## config.mk

```make
export PLATFORM = sky130hd
export DESIGN_NAME = tag_lookup_unit
export DESIGN_NICKNAME = d
export VERILOG_FILES = /design/src/rtl/cache_pkg.sv /design/src/rtl/plru_tree.sv /design/src/rtl/tag_lookup_unit.sv
export SDC_FILE = /design/constraint.sdc
export NUM_CORES = 1
export LEC_CHECK = 0
export BUFFER_PORTS_ARGS = -buffer_cell sky130_fd_sc_hd__buf_2
export CAP_MARGIN = 0
export CORE_MARGIN = 1
export CORE_UTILIZATION = 32
export DETAILED_ROUTE_END_ITERATION = 10
export PLACE_DENSITY_LB_ADDON = 0.3
export SYNTH_ARGS = -nofsm -noshare
export SYNTH_HDL_FRONTEND = slang
export SYNTH_SLANG_ARGS = --single-unit
```

## constraint.sdc

```tcl
create_clock -name clk -period 14.05 [get_ports clk]
set_input_delay 2.1075 -clock clk [delete_from_list [all_inputs] [get_ports clk]]
set_output_delay 2.1075 -clock clk [all_outputs]
set_load 0.005 [all_outputs]
```

## src/rtl/cache_pkg.sv

```systemverilog
// rtl/cache_pkg.sv - shared op encoding and widths for the tag lookup unit
package cache_pkg;

    typedef enum logic [1:0] {
        OP_LOOKUP = 2'b00,
        OP_FILL   = 2'b01,
        OP_INVAL  = 2'b10
    } tag_op_e;

    localparam int STAT_W = 32;

endpackage

```

## src/rtl/plru_tree.sv

```systemverilog
// rtl/plru_tree.sv - combinational tree pseudo-LRU victim pick and access update
module plru_tree #(
    parameter  int N_WAYS = 4,
    localparam int WAY_W  = $clog2(N_WAYS)
) (
    input  logic [N_WAYS-2:0] tree,
    input  logic [WAY_W-1:0]  access_way,
    input  logic              access_en,
    output logic [WAY_W-1:0]  victim,
    output logic [N_WAYS-2:0] tree_next
);

    // Heap-numbered nodes: node n lives in tree[n-1], children are 2n and 2n+1.
    logic [WAY_W:0]   walk_node;
    logic [WAY_W:0]   upd_node;
    logic [WAY_W-1:0] walk_idx;
    logic [WAY_W-1:0] upd_idx;

    always_comb begin
        walk_node = (WAY_W+1)'(1);
        walk_idx  = '0;
        for (int l = 0; l < WAY_W; l++) begin
            walk_idx  = walk_node[WAY_W-1:0] - WAY_W'(1);
            walk_node = {walk_node[WAY_W-1:0], tree[walk_idx]};
        end
        victim = walk_node[WAY_W-1:0];
    end

    always_comb begin
        tree_next = tree;
        upd_node  = (WAY_W+1)'(1);
        upd_idx   = '0;
        if (access_en) begin
            for (int l = WAY_W - 1; l >= 0; l--) begin
                upd_idx            = upd_node[WAY_W-1:0] - WAY_W'(1);
                tree_next[upd_idx] = ~access_way[l];
                upd_node           = {upd_node[WAY_W-1:0], access_way[l]};
            end
        end
    end

endmodule

```

## src/rtl/tag_lookup_unit.sv

```systemverilog
// rtl/tag_lookup_unit.sv - registered set-associative tag store with PLRU; TAG_LOOKUP_STATS_EN adds hit/miss counters
module tag_lookup_unit
    import cache_pkg::*;
#(
    parameter  int N_WAYS   = 4,
    parameter  int N_SETS   = 16,
    parameter  int TAG_BITS = 21,
    localparam int WAY_W    = $clog2(N_WAYS),
    localparam int SET_W    = $clog2(N_SETS)
) (
    input  logic                clk,
    input  logic                rst_n,
    input  logic                flush,
    input  logic                req_valid,
    output logic                req_ready,
    input  logic [1:0]          req_op,
    input  logic [SET_W-1:0]    req_set,
    input  logic [TAG_BITS-1:0] req_tag,
    output logic                resp_valid,
    input  logic                resp_ready,
    output logic                resp_hit,
    output logic [WAY_W-1:0]    resp_way,
    output logic [WAY_W-1:0]    resp_victim,
    output logic                resp_multi_hit
`ifdef TAG_LOOKUP_STATS_EN
    ,
    output logic [STAT_W-1:0]   stat_hits,
    output logic [STAT_W-1:0]   stat_misses
`endif
);

    logic [N_WAYS-1:0]   valid_q [N_SETS];
    logic [TAG_BITS-1:0] tag_q   [N_SETS][N_WAYS];
    logic [N_WAYS-2:0]   plru_q  [N_SETS];

    logic              accept;
    logic [N_WAYS-1:0] match;
    logic              hit, multi;
    logic [WAY_W-1:0]  hit_way, inv_way, plru_victim, victim;
    logic [WAY_W-1:0]  access_way, way_d;
    logic              access_en, do_write, do_inval, hit_d, multi_d;
    logic [N_WAYS-2:0] plru_next;

    assign req_ready = !flush && (!resp_valid || resp_ready);
    assign accept    = req_valid && req_ready;

    always_comb begin
        match = '0;
        for (int w = 0; w < N_WAYS; w++) begin
            match[w] = valid_q[req_set][w] && (tag_q[req_set][w] == req_tag);
        end
    end

    // Descending scan leaves the lowest qualifying index.
    always_comb begin
        hit_way = '0;
        inv_way = '0;
        for (int w = N_WAYS - 1; w >= 0; w--) begin
            if (match[w]) hit_way = WAY_W'(w);
            if (!valid_q[req_set][w]) inv_way = WAY_W'(w);
        end
    end

    assign hit    = |match;
    assign multi  = |(match & (match - N_WAYS'(1)));
    assign victim = (~&valid_q[req_set]) ? inv_way : plru_victim;

    always_comb begin
        access_en  = 1'b0;
        access_way = hit_way;
        do_write   = 1'b0;
        do_inval   = 1'b0;
        hit_d      = 1'b0;
        way_d      = '0;
        multi_d    = multi;
        case (req_op)
            OP_LOOKUP: begin
                hit_d = hit;
                if (hit) begin
                    access_en = 1'b1;
                    way_d     = hit_way;
                end
            end
            OP_FILL: begin
                access_en = 1'b1;
                hit_d     = hit;
                if (hit) begin
                    way_d = hit_way;
                end else begin
                    way_d      = victim;
                    access_way = victim;
                    do_write   = 1'b1;
                end
            end
            OP_INVAL: begin
                hit_d = hit;
                if (hit) begin
                    do_inval = 1'b1;
                    way_d    = hit_way;
                end
            end
            default: multi_d = 1'b0;
        endcase
    end

    plru_tree #(.N_WAYS(N_WAYS)) u_plru (
        .tree       (plru_q[req_set]),
        .access_way (access_way),
        .access_en  (access_en),
        .victim     (plru_victim),
        .tree_next  (plru_next)
    );

    always_ff @(posedge clk or negedge rst_n) begin
        if (!rst_n) begin
            for (int s = 0; s < N_SETS; s++) begin
                valid_q[s] <= '0;
                plru_q[s]  <= '0;
            end
            resp_valid     <= 1'b0;
            resp_hit       <= 1'b0;
            resp_way       <= '0;
            resp_victim    <= '0;
            resp_multi_hit <= 1'b0;
        end else begin
            if (flush) begin
                for (int s = 0; s < N_SETS; s++) begin
                    valid_q[s] <= '0;
                    plru_q[s]  <= '0;
                end
            end else if (accept) begin
                if (do_write) valid_q[req_set][access_way] <= 1'b1;
                if (do_inval) valid_q[req_set][hit_way]    <= 1'b0;
                plru_q[req_set] <= plru_next;
            end
            if (accept) begin
                resp_valid     <= 1'b1;
                resp_hit       <= hit_d;
                resp_way       <= way_d;
                resp_victim    <= victim;
                resp_multi_hit <= multi_d;
            end else if (resp_ready) begin
                resp_valid <= 1'b0;
            end
        end
    end

    // Tag array carries no reset; valid bits alone qualify its contents.
    always_ff @(posedge clk) begin
        if (accept && do_write) tag_q[req_set][access_way] <= req_tag;
    end

`ifdef TAG_LOOKUP_STATS_EN
    always_ff @(posedge clk or negedge rst_n) begin
        if (!rst_n) begin
            stat_hits   <= '0;
            stat_misses <= '0;
        end else if (flush) begin
            stat_hits   <= '0;
            stat_misses <= '0;
        end else if (accept && req_op == OP_LOOKUP) begin
            if (hit && !(&stat_hits))     stat_hits   <= stat_hits + 1'b1;
            if (!hit && !(&stat_misses))  stat_misses <= stat_misses + 1'b1;
        end
    end
`endif

endmodule

```

==> results.toml <==
[finish]
layout-drive-gt1-share = 0.214
final_design_area_no_fill_um2 = 68300
layout.nets = 3407
regArea_um2 = 43300
layout_filler_cell_count = 17200
multiInputGateArea_um2 = 15500
area_delta_synth_final_pct = 13.8

[global_route]
grt_max_degree = 123
global_route_wire_length_before_repair_um = 229000
busiest_layer = "met2"
track_usage = 0.165
grt.met1_usage = 0.237
grt_antenna_before_repair = 10
first_global_vias = 31900
grt.met2_usage = 0.262
grt_overflow_total = 0
grt_use_met3 = 0.0247

[place]
port_buffers = 39
dp_hpwl_um = 88700
detailed_place.area_um2 = 63300
gp_congestion = 0.864

[sta]
finalClockSkew_ns = 0.0371
slew_viol_final = 0
timing.final.hold_violations = 0
final_period_minus_worst_setup_slack_ns = 8.52
worst_slew_pin_slew_ns = 1.30
timing.setup.tns_ns = 0
setup_viol = 0
grt_setup_unrepaired = "false"
slew_hr = 0.126
fmaxAchievable_mhz = 117
post-route-period-util = 0.607

[routing]
drcViolationCount = 0
drt-wirelength-per-cell_um = 26.6
detail_route.vias_per_cell = 5.26
route.vias.total = 31400
drtPass1Iterations = 5
routed_wirelength_um = 159000
first_iter_violations = 3179
final_antenna_net_count = 0

[clock_network]
clkTransAtPathRegs_ns = 0.07
clkLatencyLatePin_ns = 0.79
post_cts.resized_instances = 0
ctsRootBufferMaster = "clkbuf_16"
post-cts-setup-buffers = 0
cts.sinks = 1463
numCtsBuffers = 156
cts_max_level = 4
clockBufferDepth = 3
cts_tree = "built"
cts_hold_buf = 0

[power_and_ir_drop]
pwr-share-comb = 0.053
cellLeakagePower_uw = 0.0226
power.internal_uw = 7320
finalPower_uw = 9330
pwr-share-seq = 0.510
vdd.ir_drop.worst_v = 0.0000788
power_switching_uw = 2010
p_sw_frac = 0.216
pwr-share-clk = 0.437
powerDensity_nw_per_um2 = 137

[die]
core.rowCount = 158
starting_density_of_the_core = 0.323
dieHeight_um = 435
fp.coreArea_um2 = 186000
ios = 40
die_w_um = 435
die_area_um2 = 189000

[yosys]
postSynthRegisterBits = 1463
synth-async-reset-ratio = 0.0813
synth_area_leaders = "edfxtp_1 (67%), mux4_2 (8.5%), mux2i_1 (5.1%)"
synth.top_cells.by_count = "edfxtp_1 (1344), mux2i_1 (308), mux4_2 (227), dfrtp_1 (119), nand2_1 (106)"
synth_most_common_cell = "edfxtp_1"
gate_count_post_synth = 3253
synth_edf_count = 1344
postSynthNetCount = 3285
yosys.cell_types.count = 96
synth-main-ff-cell = "edfxtp_1"
mean_post_synth_cell_area_um2 = 18.4
netlist.area_leader.share = 0.673
post_synth_instance_area_um2 = 60000
yosys_warnings = 0
synthDominantAreaCellType = "edfxtp_1"
ys_seq_area_frac = 0.723

[worst_setup_path]
critPathArrivalTime_ns = 8.90
start_kind = "primary input"
worstPathMaxFanout = 75
worstSetupPathType = "in -> reg"
endpoint_kind = "flop"
timing.critical_path.required_ns = 14.43

[status]
status = "completed"

[flow_run]
drv_cap = 0

[worst_hold_path]
kind_of_path_behind_the_tightest_hold_check = "reg -> reg"
## per-layer routing
metal,share of wire,wire length (um)
met1,0.46,72500
met3,0.056,8880
met2,0.47,74200
met4,0.020,3160
met5,0.00014,23
## critical path, cell delays in order
cell      delay (ns)
buf_8           0.54
buf_4           0.51
buf_4           0.68
mux4_2          0.59
mux2_1          0.35
a22o_1          0.34
a311oi_1        1.07
nand2b_1        0.53
nor3_1          0.35
nor2_2          0.16
nand4b_2        0.56
nor2_4          0.92
## stage by stage
step / cells / util / hold WS (ns) / setup slack, ns
global placement: 5697 / 0.340 / 0.468 / 4.76
global route: 5978 / 0.367 / 0.523 / 5.28
detailed placement: 5697 / 0.340 / 0.470 / 4.78
CTS: 5978 / 0.367 / 0.487 / 5.61
finish: 5979 / 0.367 / 0.477 / 5.53
floorplan: 3253 / - / 0.464 / 6.71
## sequential cells by signal (all words and copies together), names as in the netlist
name,count
resp_victim,2
resp_way,2
valid_q,64
resp_valid,1
resp_hit,1
resp_multi_hit,1
plru_q,48
tag_q,1344
## layout make-up
class,instances,share of cell area
Sequential cell,1463,0.635
Tap cell,2480,0.0454
Inverter,10,0.000586
Timing Repair Buffer,166,0.0183
Multi-Input combinational cell,1578,0.227
Antenna cell,1,0.0000367
Clock buffer,206,0.0623
Clock inverter,75,0.0111
## final timing paths
path / slack [ns] / startpoint / depth (start not counted) / endpoint
setup / recovery: 5.53 / req_set[1] / 12 / tag_q[15][32]
hold / removal: 0.48 / resp_hit / 2 / resp_hit
setup reg to reg: 8.46 / valid_q[23] / 9 / tag_q[15][32]
hold reg to reg: 0.48 / resp_hit / 2 / resp_hit
max in group asynchronous: 11.22 / rst_n / 2 / plru_q[16]
min in group asynchronous: 1.36 / rst_n / 1 / resp_hit
## layout by cell type (no fill, tap or decap), types with 8 or more instances in the layout
master and count:
nand2b_1 21, nor3_4 10, clkbuf_8 8, mux2i_1 308, a21o_1 8, nand4_1 9, nand3_1 92, xor2_1 59
clkbuf_1 38, mux4_2 227, nor2_2 35, nor2_1 46, nor2b_1 19, mux4_1 9, a31oi_1 17, clkinv_1 29
a22oi_1 85, o21ai_0 91, o22ai_1 28, a21oi_1 33, buf_4 126, nand2_1 106, o211ai_1 39, o21ai_1 15
bufinv_16 15, clkinv_2 20, a22o_1 24, a211oi_1 14, nor3_1 18, buf_2 32, xnor2_1 44, nor3_2 14
dfrtp_1 119, inv_6 8, mux2_2 39, o22a_1 10, edfxtp_1 1344, nor4_1 8, a221oi_1 20, clkbuf_16 160
## power groups by stage
stage          combinational, uW  sequential [uW]  clock [uW]
2_1_floorplan                299             4850           0
3_3_place_gp                 499             4850           0
3_5_place_dp                 502             4850           0
4_1_cts                      503             4760        4150
5_1_grt                      530             4760        4310
6_report                     497             4760        4080
## kinds of logic (layout without fill, tap and decap cells)
kind of cell / Yosys count / count (layout) / synth area share
other: 0 / 1 / 0
flip-flops: 1463 / 1463 / 0.723
AND/OR/NAND/NOR: 452 / 452 / 0.0399
AO/OA/AOI/OAI: 439 / 439 / 0.0509
multiplexers: 584 / 584 / 0.148
buffers and inverters: 212 / 457 / 0.0235
XOR/XNOR: 103 / 103 / 0.0150
(Power assumes the default switching activity.)
